File: config.mk
export PLATFORM = sky130hd
export DESIGN_NAME = dma_bus_master
export DESIGN_NICKNAME = d
export VERILOG_FILES = /design/src/rtl/dma_bus_master_pkg.sv /design/src/rtl/dma_regs.sv /design/src/rtl/dma_bus_master.sv
export SDC_FILE = /design/constraint.sdc
export NUM_CORES = 1
export LEC_CHECK = 0
export BUFFER_PORTS_ARGS = -buffer_cell sky130_fd_sc_hd__buf_2
export CORE_MARGIN = 3
export CORE_UTILIZATION = 58
export CTS_CLUSTER_DIAMETER = 120
export CTS_CLUSTER_SIZE = 20
export DETAILED_ROUTE_END_ITERATION = 6
export PLACE_DENSITY = 0.95
export RECOVER_POWER = 25
export SLEW_MARGIN = 20
export SYNTH_ARGS = -nofsm -noshare
export SYNTH_HDL_FRONTEND = slang
export SYNTH_SLANG_ARGS = --single-unit
File: constraint.sdc
create_clock -name i_clk -period 4.85 [get_ports i_clk]
set_input_delay 0.2425 -clock i_clk [delete_from_list [all_inputs] [get_ports i_clk]]
set_output_delay 0.2425 -clock i_clk [all_outputs]
set_load 0.005 [all_outputs]
File: src/rtl/dma_bus_master_pkg.sv
// Shared definitions for the DMA copy engine: register map, CTRL/STATUS bits,
// FSM encoding and the small command/status bundles passed between blocks.
package dma_bus_master_pkg;

  localparam logic [1:0] REG_SRC  = 2'd0;
  localparam logic [1:0] REG_DST  = 2'd1;
  localparam logic [1:0] REG_LEN  = 2'd2;
  localparam logic [1:0] REG_CTRL = 2'd3;

  localparam int CTRL_START   = 0;
  localparam int CTRL_ABORT   = 1;
  localparam int CTRL_CLEAR   = 2;

  localparam int STAT_BUSY    = 0;
  localparam int STAT_DONE    = 1;
  localparam int STAT_ABORTED = 2;

  typedef enum logic [1:0] {
    ST_IDLE,
    ST_REQ,
    ST_RUN,
    ST_DRAIN
  } dma_state_e;

  // Field order matches the CTRL / STATUS bit indices (bit0 first from the LSB).
  typedef struct packed {
    logic clear;
    logic abort;
    logic start;
  } dma_cmd_t;

  typedef struct packed {
    logic aborted;
    logic done;
    logic busy;
  } dma_status_t;

  function automatic logic in_window(input logic [15:0] addr, input logic [15:0] base);
    return addr[15:2] == base[15:2];
  endfunction

endpackage

File: src/rtl/dma_regs.sv
// Responder side of the DMA engine: window decode, registered readback and
// CTRL command pulses. Parameter registers themselves live in the top.
module dma_regs
  import dma_bus_master_pkg::*;
#(
  parameter logic [15:0] BASE_ADDR = 16'h8500
) (
  input  logic        i_clk,
  input  logic        i_rst,
  input  logic [15:0] read_addr,
  output logic [15:0] read_data,
  input  logic [15:0] write_addr,
  input  logic [2:0]  ctrl_data,
  input  logic        write_strobe,
  input  logic [15:0] src,
  input  logic [15:0] dst,
  input  logic [15:0] len,
  input  dma_status_t status,
  output logic        wr_src,
  output logic        wr_dst,
  output logic        wr_len,
  output dma_cmd_t    cmd
);

  logic        wr_hit;
  logic        ctrl_hit;
  logic [15:0] rd_mux;

  assign wr_hit   = write_strobe && in_window(write_addr, BASE_ADDR);
  assign ctrl_hit = wr_hit && (write_addr[1:0] == REG_CTRL);

  // Parameter registers are frozen while a transfer owns them.
  assign wr_src = wr_hit && !status.busy && (write_addr[1:0] == REG_SRC);
  assign wr_dst = wr_hit && !status.busy && (write_addr[1:0] == REG_DST);
  assign wr_len = wr_hit && !status.busy && (write_addr[1:0] == REG_LEN);

  assign cmd.start = ctrl_hit && ctrl_data[CTRL_START];
  assign cmd.abort = ctrl_hit && ctrl_data[CTRL_ABORT];
  assign cmd.clear = ctrl_hit && ctrl_data[CTRL_CLEAR];

  always_comb begin
    rd_mux = '0;
    case (read_addr[1:0])
      REG_SRC: rd_mux = src;
      REG_DST: rd_mux = dst;
      REG_LEN: rd_mux = len;
      default: rd_mux = {13'd0, status};
    endcase
  end

  // One-cycle read latency like RAM; zero when unselected so the bus can OR.
  always_ff @(posedge i_clk or posedge i_rst) begin
    if (i_rst) read_data <= '0;
    else       read_data <= in_window(read_addr, BASE_ADDR) ? rd_mux : 16'd0;
  end

endmodule

File: src/rtl/dma_bus_master.sv
// Memory-to-memory copy engine: programmed through a 4-word register window,
// then takes the bus and streams SRC->DST at one word per cycle.
module dma_bus_master
  import dma_bus_master_pkg::*;
#(
  parameter logic [15:0] BASE_ADDR = 16'h8500
) (
  input  logic        i_clk,
  input  logic        i_rst,
  input  logic [15:0] read_addr,
  output logic [15:0] read_data,
  input  logic [15:0] write_addr,
  input  logic [15:0] write_data,
  input  logic        write_strobe,
  output logic [15:0] m_read_addr,
  input  logic [15:0] m_read_data,
  output logic [15:0] m_write_addr,
  output logic [15:0] m_write_data,
  output logic        m_write_strobe,
  output logic        o_bus_req,
  input  logic        i_bus_grant,
  output logic        o_done
);

  dma_state_e  state, state_nxt;
  dma_status_t status;
  dma_cmd_t    cmd;

  logic [15:0] src, dst, len;
  logic        rd_vld, aborting, done_flag, aborted_flag;
  logic        wr_src, wr_dst, wr_len;
  logic        start_ok, issue, wr_fire, rollback, finish, done_evt, aborted_set;
  logic        moving;

  assign status = '{aborted: aborted_flag, done: done_flag, busy: (state != ST_IDLE)};

  dma_regs #(.BASE_ADDR(BASE_ADDR)) u_regs (
    .i_clk        (i_clk),
    .i_rst        (i_rst),
    .read_addr    (read_addr),
    .read_data    (read_data),
    .write_addr   (write_addr),
    .ctrl_data    (write_data[2:0]),
    .write_strobe (write_strobe),
    .src          (src),
    .dst          (dst),
    .len          (len),
    .status       (status),
    .wr_src       (wr_src),
    .wr_dst       (wr_dst),
    .wr_len       (wr_len),
    .cmd          (cmd)
  );

  assign moving   = (state == ST_RUN) || (state == ST_DRAIN);
  assign start_ok = (state == ST_IDLE) && cmd.start && !cmd.abort;
  assign issue    = (state == ST_RUN) && i_bus_grant && !cmd.abort;
  assign wr_fire  = moving && rd_vld && i_bus_grant;
  // Grant lost under an in-flight read: drop the word and un-advance SRC/LEN.
  assign rollback = moving && rd_vld && !i_bus_grant;
  assign finish   = (state == ST_DRAIN) && !(rollback && !aborting);

  assign done_evt    = (start_ok && len == 16'd0) || ((state == ST_REQ) && cmd.abort) || finish;
  assign aborted_set = ((state == ST_REQ) && cmd.abort) || (finish && aborting);

  always_ff @(posedge i_clk or posedge i_rst) begin
    if (i_rst) state <= ST_IDLE;
    else       state <= state_nxt;
  end

  always_comb begin
    state_nxt = state;
    case (state)
      ST_IDLE:  if (start_ok && len != 16'd0) state_nxt = ST_REQ;
      ST_REQ:   if (cmd.abort) state_nxt = ST_IDLE;
                else if (i_bus_grant) state_nxt = ST_RUN;
      ST_RUN:   if (cmd.abort || (issue && len == 16'd1)) state_nxt = ST_DRAIN;
      ST_DRAIN: state_nxt = finish ? ST_IDLE : ST_RUN;
      default:  state_nxt = ST_IDLE;
    endcase
  end

  always_comb begin
    o_bus_req      = (state != ST_IDLE);
    m_read_addr    = '0;
    m_write_addr   = '0;
    m_write_data   = '0;
    m_write_strobe = 1'b0;
    if (issue) m_read_addr = src;
    if (wr_fire) begin
      m_write_addr   = dst;
      m_write_data   = m_read_data;
      m_write_strobe = 1'b1;
    end
  end

  always_ff @(posedge i_clk or posedge i_rst) begin
    if (i_rst) begin
      src          <= '0;
      dst          <= '0;
      len          <= '0;
      rd_vld       <= 1'b0;
      aborting     <= 1'b0;
      done_flag    <= 1'b0;
      aborted_flag <= 1'b0;
      o_done       <= 1'b0;
    end else begin
      rd_vld <= issue;
      o_done <= done_evt;

      if (wr_src)        src <= write_data;
      else if (issue)    src <= src + 16'd1;
      else if (rollback) src <= src - 16'd1;

      if (wr_dst)       dst <= write_data;
      else if (wr_fire) dst <= dst + 16'd1;

      // LEN doubles as the remaining-word counter during a transfer.
      if (wr_len)        len <= write_data;
      else if (issue)    len <= len - 16'd1;
      else if (rollback) len <= len + 16'd1;

      if ((state == ST_RUN) && cmd.abort) aborting <= 1'b1;
      else if (state_nxt == ST_IDLE)      aborting <= 1'b0;

      if (cmd.clear || start_ok) begin
        done_flag    <= 1'b0;
        aborted_flag <= 1'b0;
      end
      if (done_evt)    done_flag    <= 1'b1;
      if (aborted_set) aborted_flag <= 1'b1;
    end
  end

endmodule

Yosys cells after proc, flatten, opt, wreduce, memory -nomap -nowiden
Index checks and enable logic that the tools add are counted. Widths: inputs -> output; s select.

Register bits after elaboration: 71. Input port bits: 68.

Add/subtract/negate cells: 5. Equal/unequal tests: 11. Multiplexer cells: 25. Reductions and logical operators: 48.

Operator list (number): $mux 16 (12); $add 16x1->16 const B (3); $pmux 16 s3 (1); $sub 16x1->16 const B (2); $eq 14x14->1 const B (2); $logic_and 1x1->1 (24); $eq 16x1->1 const B (1); $logic_not 16->1 (1); $reduce_bool 16->1 (1); $eq 2x2->1 const B (5); $mux 2 (5); $reduce_bool 2->1 (5); $logic_not 2->1 (4); $pmux 2 s4 (1); $eq 2x1->1 const B (3); $logic_or 1x1->1 (6); $mux 1 (6); $reduce_bool 3->1 (2); $logic_not 1->1 (5).

Logic depth before layout (Yosys ltp)
Word-level depth: 13. Mapped depth: 13. Mapped depth without buffers: 12.

Modules after synthesis
Synthesis repeated with hierarchy kept, for this count alone.

Cells, all modules: 607. Area total of the unflattened synthesis: 5308.8 sq um.

Modules (own cells, without submodules): dma_bus_master (times used 1, cells each 504, area each 4232.8 sq um, sequential area each 1376.3 sq um); dma_regs (times used 1, cells each 103, area each 1076.0 sq um, sequential area each 400.4 sq um).

Least setup slack after synthesis
No wires, ideal clock.

Path type: input port to flip-flop. From: in write_addr[5]. To: reg src[14]. Data arrival time: 3.652 ns. Data required time: 4.711 ns. Slack: 1.060 ns. Stages on the path: 12. Cells stage by stage: or4b_1 > or4_4 > o21ai_4 > inv_2 > fa_1 > nand2b_1 > a21o_1 > a211oi_1 > nand3_1 > a21oi_1 > nor3_1 > or4_1.

Longest elaborated chain between the ends: 8. Elaborated cells on any way between the ends: 11. Classes of those cells: eq/ne: 1; mux: 2; reduce/logical: 8.

RTL lines: from (decl) (RTL line dma_bus_master.sv:12) `input logic [15:0] write_addr,`; $eq 14x14->1 * (RTL line dma_bus_master_pkg.sv:39) `return addr[15:2] == base[15:2];`; $logic_and 1x1->1 * (RTL line dma_regs.sv:29) `assign wr_hit = write_strobe && in_window(write_addr, BASE_ADDR);`; $logic_and 1x1->1 * (RTL line dma_regs.sv:30) `assign ctrl_hit = wr_hit && (write_addr[1:0] == REG_CTRL);`; $logic_and 1x1->1 * (RTL line dma_regs.sv:38) `assign cmd.abort = ctrl_hit && ctrl_data[CTRL_ABORT];`; $logic_not 1->1 * (RTL line dma_bus_master.sv:57) `assign issue = (state == ST_RUN) && i_bus_grant && !cmd.abort;`; $logic_and 1x1->1 * (RTL line dma_bus_master.sv:57); net issue (RTL line dma_bus_master.sv:32) `logic start_ok, issue, wr_fire, rollback, finish, done_evt, aborted_set;`; $mux 16 (RTL line dma_bus_master.sv:112) `else if (issue) src <= src + 16'd1;`; $mux 16 (RTL line dma_bus_master.sv:111) `if (wr_src) src <= write_data;`; to (signal assigned) (RTL line dma_bus_master.sv:111); to (signal assigned) (RTL line dma_bus_master.sv:112); to (signal assigned) (RTL line dma_bus_master.sv:113) `else if (rollback) src <= src - 16'd1;`; to (decl) (RTL line dma_bus_master.sv:29) `logic [15:0] src, dst, len;`.

The timed path passes the listed nets; every way through them passes the cells marked *. A chain may end at the register's enable or synchronous reset.

Final worst setup path
Same ends and word-level chain as after synthesis.

==> flow_metrics.env <==
export IMPL_post_cts_buffers=0
export IMPL_drive_above_1_share_pct=23.0
export IMPL_setup_slack_ns=0.987
export IMPL_combPwrFrac_pct=7.1
export IMPL_remaining_drc_errors=0
export IMPL_overflow=0
export IMPL_via_count=5277
export IMPL_viasPerCell=6.36
export IMPL_drv_cap=1
export IMPL_fillers=675
export IMPL_syn_inst=593
export IMPL_fmax_ghz=0.259
export IMPL_io_pins=135
export IMPL_synth_main_ff_cell="dfrtp_1"
export IMPL_io_buffer_count=134
export IMPL_slew_violations=72
export IMPL_clkPwrFrac_pct=39.0
export IMPL_cts_hold_buf=0
export IMPL_first_iter_violations=508
export IMPL_synth_avg_cell_area_um2=8.68
export IMPL_r2r_start="state[1]"
export IMPL_tightest_slew_ns=3.75
export IMPL_synth_seq_cells=71
export IMPL_chipHeight_um=100
export IMPL_synth_edf_count=0
export IMPL_post_dp_hpwl_um=12000
export IMPL_min_period_ns=3.86
export IMPL_cts_buffers=9
export IMPL_rrSetupSlack_ns=1.19
export IMPL_drt_pass1_iterations=5
export IMPL_seq_area_frac_synth_pct=34.5
export IMPL_p_sw_uw=278
export IMPL_finalCritPeriodShare_pct=79.6
export IMPL_syn_to_final_growth_pct=18.0
export IMPL_cts_tree="built"
export IMPL_wirelength_um=15600
export IMPL_power_density_nw_per_um2=181
export IMPL_intPower_uw=823
export IMPL_grt_pass1_wl_um=24800
export IMPL_antenna_left=0
export IMPL_synthDistinctLibCells=64
export IMPL_async_reset_ff_share_pct=100
export IMPL_path_class="input pin to flop"
export IMPL_holdPathStages=3
export IMPL_leakagePower_nw=3.16
export IMPL_synth_area_um2=5150
export IMPL_violations="max-capacitance violations, max-slew violations"
export IMPL_diodes=0
export IMPL_die_area_um2=10000
export IMPL_arrival_ns=4.08
export IMPL_setup_viol=0
export IMPL_fp_dieW_um=100
export IMPL_finClkSkew_ns=0.0122
export IMPL_clock_root_buffer="clkbuf_8"
export IMPL_cts_sinks=71
export IMPL_track_usage_pct=30.9
export IMPL_p_sw_share_pct=25.3
export IMPL_hold_viol=0
export IMPL_worst_hold_path_type="input pin to flop"
export IMPL_vdd_drop_max_v=0.0000896
export IMPL_initial_core_util_pct=61.1
export IMPL_worstSetupStartpointType="input pin"
export IMPL_clockBufferDepth=2
export IMPL_maxSlewHeadroom_pct=-150
export IMPL_post_place_ws_ns=0.667
export IMPL_final_setup_tns_ns=0
export IMPL_core_rowCount=33
export IMPL_hold_ws_ns=0.164
export IMPL_cts_resized=0
export IMPL_fp_coreArea_um2=8420
export IMPL_reg2reg_to="src[14]"
export IMPL_critPathMaxFanout=23
export IMPL_worstSkewPairLatency_ns=0.35
export IMPL_htree_levels=3
export IMPL_nets=824
export IMPL_antenna_found_initial=0
export IMPL_yosys_warnings=0
export IMPL_path_clk_slew_ns=0.08
export IMPL_grt_max_degree=72
export IMPL_reg2reg_depth=12
export IMPL_crit_path_end_kind="flop"
export IMPL_hold_end="len[10]"
export IMPL_status="finished with violations"
export IMPL_gp_congestion=0.929
export IMPL_grt_pass1_vias=5063
export IMPL_rsz0062_at_grt="no"
export IMPL_required_ns=5.07
export IMPL_synth_net_count=697
export IMPL_power_share_sequential_pct=53.9
export IMPL_wl_per_cell_um=18.8
export IMPL_min_from="write_data[10]"
==> final cells by class <==
cell class	count	area [µm²]	area share [%]
timing repair buffer	142	727	12.0
tap	105	131	2.16
clock buffer	11	141	2.33
clock inverter	5	32.5	0.536
inverter	19	71.3	1.17
sequential	71	1780	29.2
multi-input combinational	477	3190	52.6
==> state kept, by name (all words and copies together) (netlist names) <==
signal / count
src: 16
u_regs.read_data: 16
dst: 16
aborting: 1
done_flag: 1
state: 2
o_done: 1
rd_vld: 1
len: 16
aborted_flag: 1
==> critical path, stage by stage <==
cell	delay [ns]
buf_2	0.09
or4b_1	0.58
or4_4	0.56
o21ai_4	0.15
inv_2	0.24
fa_1	0.47
nand2b_1	0.18
a21o_1	0.19
a211oi_1	0.35
nand3_1	0.18
a21oi_1	0.27
nor3_1	0.08
or4_1	0.48
==> per-layer routing <==
| layer | wire length (µm) | global-route usage, % |
|---|---|---|
| met3 | 1560 | 4.17 |
| met1 | 6070 | 39.0 |
| met4 | 408 | 13.2 |
| met5 | 0 | 0 |
| met2 | 7590 | 53.0 |
==> power groups by stage <==
stage,sequential [mW],clock [mW],combinational [mW]
2_1_floorplan,0.604,0,0.0322
3_3_place_gp,0.605,0,0.0754
3_5_place_dp,0.605,0,0.0777
4_1_cts,0.593,0.430,0.0779
5_1_grt,0.593,0.461,0.0852
6_report,0.593,0.429,0.0781
==> through the flow <==
stage,area (µm²),util [%],total power [mW],cells
finish,6070,72.1,1.10,830
global route,6070,72.1,1.14,830
CTS,6080,72.2,1.10,830
detailed placement,5900,70.1,0.682,814
global placement,5900,70.1,0.680,814
floorplan,5150,-,0.637,593
==> cell usage after synthesis, drive strengths merged, types with 3 or more instances <==
| library cell | instances | area, µm² |
|---|---|---|
| a21o | 7 | 52.6 |
| a31oi | 5 | 31.3 |
| o211ai | 4 | 30.0 |
| xnor2 | 10 | 87.6 |
| clkbuf | 19 | 71.3 |
| dfrtp | 71 | 1780 |
| nor2b | 11 | 68.8 |
| mux2i | 17 | 170 |
| a211oi | 9 | 67.6 |
| a22oi | 12 | 90.1 |
| a32o | 3 | 30.0 |
| nand4 | 7 | 43.8 |
| inv | 19 | 71.3 |
| a221o | 15 | 150 |
| and3 | 11 | 68.8 |
| and2 | 34 | 213 |
| a21oi | 41 | 209 |
| nand2 | 43 | 161 |
| nand3 | 14 | 70.1 |
| nor2 | 74 | 280 |
| or3 | 5 | 31.3 |
| nor3b | 6 | 45.0 |
| ha | 35 | 438 |
| nand2b | 6 | 37.5 |
| and4 | 3 | 26.3 |
| or4 | 3 | 26.3 |
| o21ai | 25 | 136 |
| o31ai | 3 | 22.5 |
| nor3 | 16 | 85.1 |
| xor2 | 12 | 105 |
| nor4 | 10 | 62.6 |
| buf | 7 | 36.3 |
| a22o | 3 | 26.3 |
| nand3b | 3 | 22.5 |
==> cell families (layout without fill, tap and decap cells) <==
kind of cell,after synthesis,after routing,share of synthesized area [%]
AOI/OAI and AO/OA,145,145,19.4
xor gates and xnor gates,22,22,3.74
adders and majority gates,36,36,8.89
buffers and inverters,45,177,3.47
DFF,71,71,34.5
muxes,19,19,4.18
and+or+nand+nor,255,255,25.8
==> how the worst max path moves through the flow <==
stage                             start      end  slack (ns)  depth (start not counted)
final                     write_addr[5]  src[14]        0.99                         13
after global routing              i_rst   len[6]        0.53                          3
after CTS                 write_addr[5]  src[14]        1.03                         13
after detailed placement  write_addr[5]  src[14]        0.67                         13
after global placement    write_addr[5]  src[14]        0.87                         13
after floorplan           write_addr[5]  src[14]        1.06                         12
==> cells in the final DEF (no fill, tap or decap), types with 3 or more instances in the layout <==
master,instances
nor3b_1,6
clkinv_2,3
nor2b_1,11
and3_1,11
a22o_1,3
xnor2_1,10
nand4_1,7
nand3b_1,3
dfrtp_1,71
clkbuf_8,10
nand3_1,14
buf_4,7
buf_2,134
ha_1,35
a221o_1,15
a32o_1,3
inv_1,17
and2_1,32
o211ai_1,4
a21oi_1,40
nand2b_1,6
o21ai_0,24
mux2i_1,17
a31oi_1,5
or3_1,5
nor4_1,10
nor3_1,15
nor2_1,73
o31ai_1,3
and4_1,3
a21o_1,7
nand2_1,43
xor2_1,12
a211oi_1,9
a22oi_1,12
Note: power is estimated with default switching activity, not from simulation.
